<file path="config.mk">
export PLATFORM = sky130hd
export DESIGN_NAME = fp16_sqrt_stream_adapter
export DESIGN_NICKNAME = d
export VERILOG_FILES = /design/src/rtl/fp16_pkg.sv /design/src/rtl/fp16_sync_fifo.sv /design/src/rtl/fp16_sqrt_stream_adapter.sv
export SDC_FILE = /design/constraint.sdc
export NUM_CORES = 1
export LEC_CHECK = 0
export CAP_MARGIN = 30
export CORE_MARGIN = 3
export CORE_UTILIZATION = 35
export CTS_CLUSTER_DIAMETER = 40
export DETAILED_ROUTE_END_ITERATION = 7
export HOLD_SLACK_MARGIN = 0.02
export PLACE_DENSITY = 0.54
export SLEW_MARGIN = 20
export SYNTH_ARGS = -nofsm -noshare
export SYNTH_HDL_FRONTEND = slang
export SYNTH_SLANG_ARGS = --single-unit
export TNS_END_PERCENT = 30
</file>
<file path="constraint.sdc">
create_clock -name clk -period 3.4 [get_ports clk]
set_input_delay 0.34 -clock clk [delete_from_list [all_inputs] [get_ports clk]]
set_output_delay 0.34 -clock clk [all_outputs]
set_load 0.02 [all_outputs]
</file>
<file path="src/rtl/fp16_pkg.sv">
// Shared fp16 widths, core latency and special encodings used around the
// square-root pipeline.
package fp16_pkg;
    localparam int FP16_W            = 16;
    localparam int FP16_SQRT_LATENCY = 13;

    typedef logic [FP16_W-1:0] fp16_t;

    localparam fp16_t FP16_QNAN     = 16'h7E01;
    localparam fp16_t FP16_POS_INF  = 16'h7C00;
    localparam fp16_t FP16_POS_ZERO = 16'h0000;
endpackage

</file>
<file path="src/rtl/fp16_sync_fifo.sv">
// First-word-fall-through synchronous FIFO holding core results until the
// consumer takes them; the head is visible whenever the FIFO is non-empty.
module fp16_sync_fifo
    import fp16_pkg::*;
#(
    parameter int WIDTH = FP16_W,
    parameter int DEPTH = 16,
    parameter int CNT_W = $clog2(DEPTH + 1)
) (
    input  logic             clk,
    input  logic             rst_n,
    input  logic             wr_en,
    input  logic [WIDTH-1:0] wr_data,
    output logic             rd_valid,
    input  logic             rd_ready,
    output logic [WIDTH-1:0] rd_data
);
    localparam int PTR_W = $clog2(DEPTH);
    localparam logic [CNT_W-1:0] DEPTH_C = CNT_W'(DEPTH);

    logic [WIDTH-1:0] mem_q [DEPTH];
    logic [PTR_W-1:0] wr_ptr_q, wr_ptr_d;
    logic [PTR_W-1:0] rd_ptr_q, rd_ptr_d;
    logic [CNT_W-1:0] count_q, count_d;
    logic             rd_en;

    assign rd_valid = (count_q != '0);
    assign rd_en    = rd_valid & rd_ready;
    assign rd_data  = rd_valid ? mem_q[rd_ptr_q] : '0;

    always_comb begin
        wr_ptr_d = wr_en ? wr_ptr_q + PTR_W'(1) : wr_ptr_q;
        rd_ptr_d = rd_en ? rd_ptr_q + PTR_W'(1) : rd_ptr_q;
        count_d  = count_q;
        case ({wr_en, rd_en})
            2'b10:   count_d = count_q + CNT_W'(1);
            2'b01:   count_d = count_q - CNT_W'(1);
            default: count_d = count_q;
        endcase
    end

    // NOTE: sequential state uses non-blocking assignments so every flop samples pre-edge values.
    always_ff @(posedge clk) begin
        if (!rst_n) begin
            wr_ptr_q <= '0;
            rd_ptr_q <= '0;
            count_q  <= '0;
        end else begin
            wr_ptr_q <= wr_ptr_d;
            rd_ptr_q <= rd_ptr_d;
            count_q  <= count_d;
        end
    end

    // NOTE: storage is deliberately not reset; an empty FIFO gates rd_data to zero instead.
    always_ff @(posedge clk) begin
        if (wr_en) begin
            mem_q[wr_ptr_q] <= wr_data;
        end
    end

    a_no_overflow: assert property (@(posedge clk) disable iff (!rst_n)
        !(wr_en && !rd_en && count_q == DEPTH_C));
endmodule

</file>
<file path="src/rtl/fp16_sqrt_stream_adapter.sv">
// Valid/ready wrapper beside a fixed-latency fp16 sqrt core: tags in-flight
// operands, buffers tagged results and issues only against free FIFO credits.
module fp16_sqrt_stream_adapter
    import fp16_pkg::*;
#(
    parameter int LATENCY = FP16_SQRT_LATENCY,
    parameter int DEPTH   = 16,
    parameter int CNT_W   = $clog2(DEPTH + 1)
) (
    input  logic              clk,
    input  logic              rst_n,
    input  logic              in_valid,
    output logic              in_ready,
    input  logic [FP16_W-1:0] in_data,
    output logic [FP16_W-1:0] core_a,
    input  logic [FP16_W-1:0] core_result,
    output logic              out_valid,
    input  logic              out_ready,
    output logic [FP16_W-1:0] out_data,
    output logic              busy
);
    localparam logic [CNT_W-1:0] DEPTH_C = CNT_W'(DEPTH);

    logic [LATENCY-1:0] tag_q, tag_d;
    logic [CNT_W-1:0]   outstanding_q, outstanding_d;
    logic               fire_in;
    logic               fire_out;

    // Outstanding counts both in-flight and buffered results, so a tagged
    // result always has a FIFO slot reserved for it.
    assign in_ready = rst_n & (outstanding_q < DEPTH_C);
    assign fire_in  = in_valid & in_ready;
    assign fire_out = out_valid & out_ready;
    assign core_a   = fire_in ? in_data : '0;
    assign busy     = (outstanding_q != '0);

    always_comb begin
        tag_d         = {tag_q[LATENCY-2:0], fire_in};
        outstanding_d = outstanding_q;
        case ({fire_in, fire_out})
            2'b10:   outstanding_d = outstanding_q + CNT_W'(1);
            2'b01:   outstanding_d = outstanding_q - CNT_W'(1);
            default: outstanding_d = outstanding_q;
        endcase
    end

    always_ff @(posedge clk) begin
        if (!rst_n) begin
            tag_q         <= '0;
            outstanding_q <= '0;
        end else begin
            tag_q         <= tag_d;
            outstanding_q <= outstanding_d;
        end
    end

    fp16_sync_fifo #(
        .WIDTH (FP16_W),
        .DEPTH (DEPTH),
        .CNT_W (CNT_W)
    ) u_fifo (
        .clk      (clk),
        .rst_n    (rst_n),
        .wr_en    (tag_q[LATENCY-1]),
        .wr_data  (core_result),
        .rd_valid (out_valid),
        .rd_ready (out_ready),
        .rd_data  (out_data)
    );

    a_credit_bound: assert property (@(posedge clk) disable iff (!rst_n)
        outstanding_q <= DEPTH_C);
endmodule

</file>
==> out/qor.csv <==
metric,value,unit
CP endpoint kind,output pin,
Pre-antenna DRT Iters,7,
synthesized flop and latch total,291,
CTS tree,done,
Worst slew margin,0.415,
syn_area_per_cell,20.1,sq um
num rows,65,
DR WL met2,13000,um
# DRC,0,
min-delay worst type,flop to flop,
min-delay src,tag_q[1],
"most common cell after layout, fill and taps aside",edfxtp_1,
Mapped Area,11500,sq um
DP Wirelength,14800,um
Net Sw Frac,0.201,
Max Fclk,306,MHz
global route overflow,0,
Setup TNS Final,0,ns
routed vias,5734,
pin count of the biggest net entering global routing,36,
endpoints failing setup,0,
Final period util,0.960,
"commonest non-fill, non-tap cells in the layout","edfxtp_1, mux4_2, clkdlybuf4s50_1",
"Max FO, Critical Path",16,
first-pass GRT wire length,37900,um
Worst Skew,0.0262,ns
Synth Instances,571,
Pleak,4.68,nW
Die Height,187,um
Synth Flop Type,edfxtp_1,
CP Class,flop to output pin,
detailed-route vias per instance,4.96,
Die Area,35000,sq um
Hold Crit Depth,1,
Area Overhead vs Synth,24.3,%
RSZ-0062 raised after global routing,false,
drt wl/cell,21.5,um
routed wire length,24800,um
drt initial violations,265,
worst endpoint data arrival time,2.92,ns
Switch Pwr,1.64,mW
R2R Path Start,u_fifo.count_q[1],
"Req. time, crit path",3.06,ns
Core Region,32000,sq um
top routing layer used,met4,
vias in the first global route,6227,
ys async rst share,0,
part of the power in registers,0.476,
htree depth,2,
"EDFF count, synth",256,
Final ANT Viol Nets,0,
synth unique cells,39,
Clock Sink Count,291,
VDD IR max,0.316,mV
r2r endpoint,u_fifo.count_q[2],
# diodes,0,
"Seq/Total Area, Yosys",0.731,
power share of the combinational group,0.019,
Clock transition at path regs,0.06,ns
Slew Limit Fails,0,
status,"finished, final reports clean",
CTS Buf Count,40,
YS warnings,0,
worst hold slack,0.431,ns
Reg2Reg Setup Slack,0.78,ns
Hold Fails Final Rpt,0,
Initial Utilization,0.359,
PortBufs,70,
I/O Pins,71,
met3 routed WL,1490,um
power share of the clock group,0.505,
clk buf depth,3,
Pint,6.53,mW
CTS root buf,clkbuf_16,
number of antenna violations at the first check in global routing,0,
clock latency on the worst-skew pair,0.52,ns
Total Routing Usage GR,0.142,
Post-Syn Nets,617,
Max-Cap Viols,0,
number of hold buffers added after CTS,0,
# nets final,736,
worst slew pin tran,0.878,ns
M1 WL,9920,um
Die X,187,um
Pwr Density,573,nW/um^2
hold endpoint,tag_q[2],
global placement routability congestion,0.795,
layout cells sized above 1,0.261,
worst r2r path cells,11,
startpoint types,flop,
Tmin final,3.26,ns
## worst max-delay path by stage
stage | startpoint | endpoint | slack [ns] | cells past startpoint
floorplan | u_fifo.count_q[2] | u_fifo.count_q[4] | 0.94 | 11
global placement | flop | out_data[14] | 0.50 | 5
detailed placement | flop | out_data[14] | 0.48 | 5
CTS | flop | out_data[15] | 0.06 | 5
global route | flop | out_data[4] | 0.01 | 6
finish | flop | out_data[11] | 0.14 | 6
## metal layers
metal,vias up,track usage
li1,2540,-
met1,2989,0.179
met3,36,0.0279
met4,0,0.0334
met5,-,0
met2,169,0.254
## cell families after synthesis
group	synth area share
AOI/OAI and AO/OA	0.0137
xor gates and xnor gates	0.0130
adders and majority gates	0.0109
buffers and inverters	0.0143
DFF	0.731
muxes	0.162
and+or+nand+nor	0.0553
## power groups by stage
stage / Sequential [mW] / Clock, mW / Combinational [mW]
after global routing: 3.89 / 4.38 / 0.169
after global placement: 3.96 / 0 / 0.148
final: 3.89 / 4.13 / 0.153
after floorplan: 3.97 / 0 / 0.0447
after CTS: 3.89 / 4.21 / 0.156
after detailed placement: 3.97 / 0 / 0.155
## metrics by stage
| step | utilization | instance area, sq um | instances | total power, mW | worst slack [ns] |
|---|---|---|---|---|---|
| final | 0.446 | 14300 | 1155 | 8.17 | 0.136 |
| after global routing | 0.446 | 14300 | 1155 | 8.43 | 0.0124 |
| after CTS | 0.446 | 14300 | 1155 | 8.26 | 0.0575 |
| after detailed placement | 0.402 | 12900 | 1078 | 4.12 | 0.484 |
| after global placement | 0.402 | 12900 | 1078 | 4.11 | 0.497 |
| after floorplan | - | 11500 | 571 | 4.01 | 0.937 |
## synthesized netlist by cell type (all sizes together) (2+ instances only)
cell type  number  area [sq um]
xnor2           6          52.6
mux2i           4          40.0
nand2          13          48.8
o21ai           8          40.0
clkbuf         14          52.6
nor2            5          18.8
nor2b           7          43.8
a21boi          4          33.8
a31oi           2          12.5
xor2           11          96.3
ha             10           125
or3             3          18.8
mux4           80          1800
a21oi           3          15.0
nand4           2          12.5
inv             6          22.5
and2           55           344
nor3            3          15.0
dfxtp          35           701
edfxtp        256          7690
buf            15          88.8
and3           17           106
## area by class of cell
type                    count  area (sq um)
clock buffers              40          1000
clock inverters            32           348
fillers                  2721         17700
inverters                   6          22.5
multi-input cells         245          2920
flip-flops and latches    291          8400
well taps                 435           544
repair buffers            106          1030
## registers in the layout, indices dropped and copies added (netlist names), named ones only
signal and cells:
u_fifo.rd_ptr_q 4, tag_q 13, u_fifo.wr_ptr_q 4, u_fifo.count_q 5, outstanding_q 5, u_fifo.mem_q 256
## timing repair
item | 4_1_cts | 5_1_grt
hold endpoints to repair | 0 | 0
setup endpoints to repair | 9 | 2
buffers inserted | 5 | 0
gates cloned | 0 | 0
gates resized for setup | 0 | 1
## critical path: stages, from the launching register on
cell and delay (ns):
dfxtp_4 0.38, buf_4 0.14, buf_12 0.18, mux4_2 0.53, mux4_2 0.46, and2_1 0.18
clkdlybuf4s50_1 0.54
Note: power is estimated with default switching activity, not from simulation.
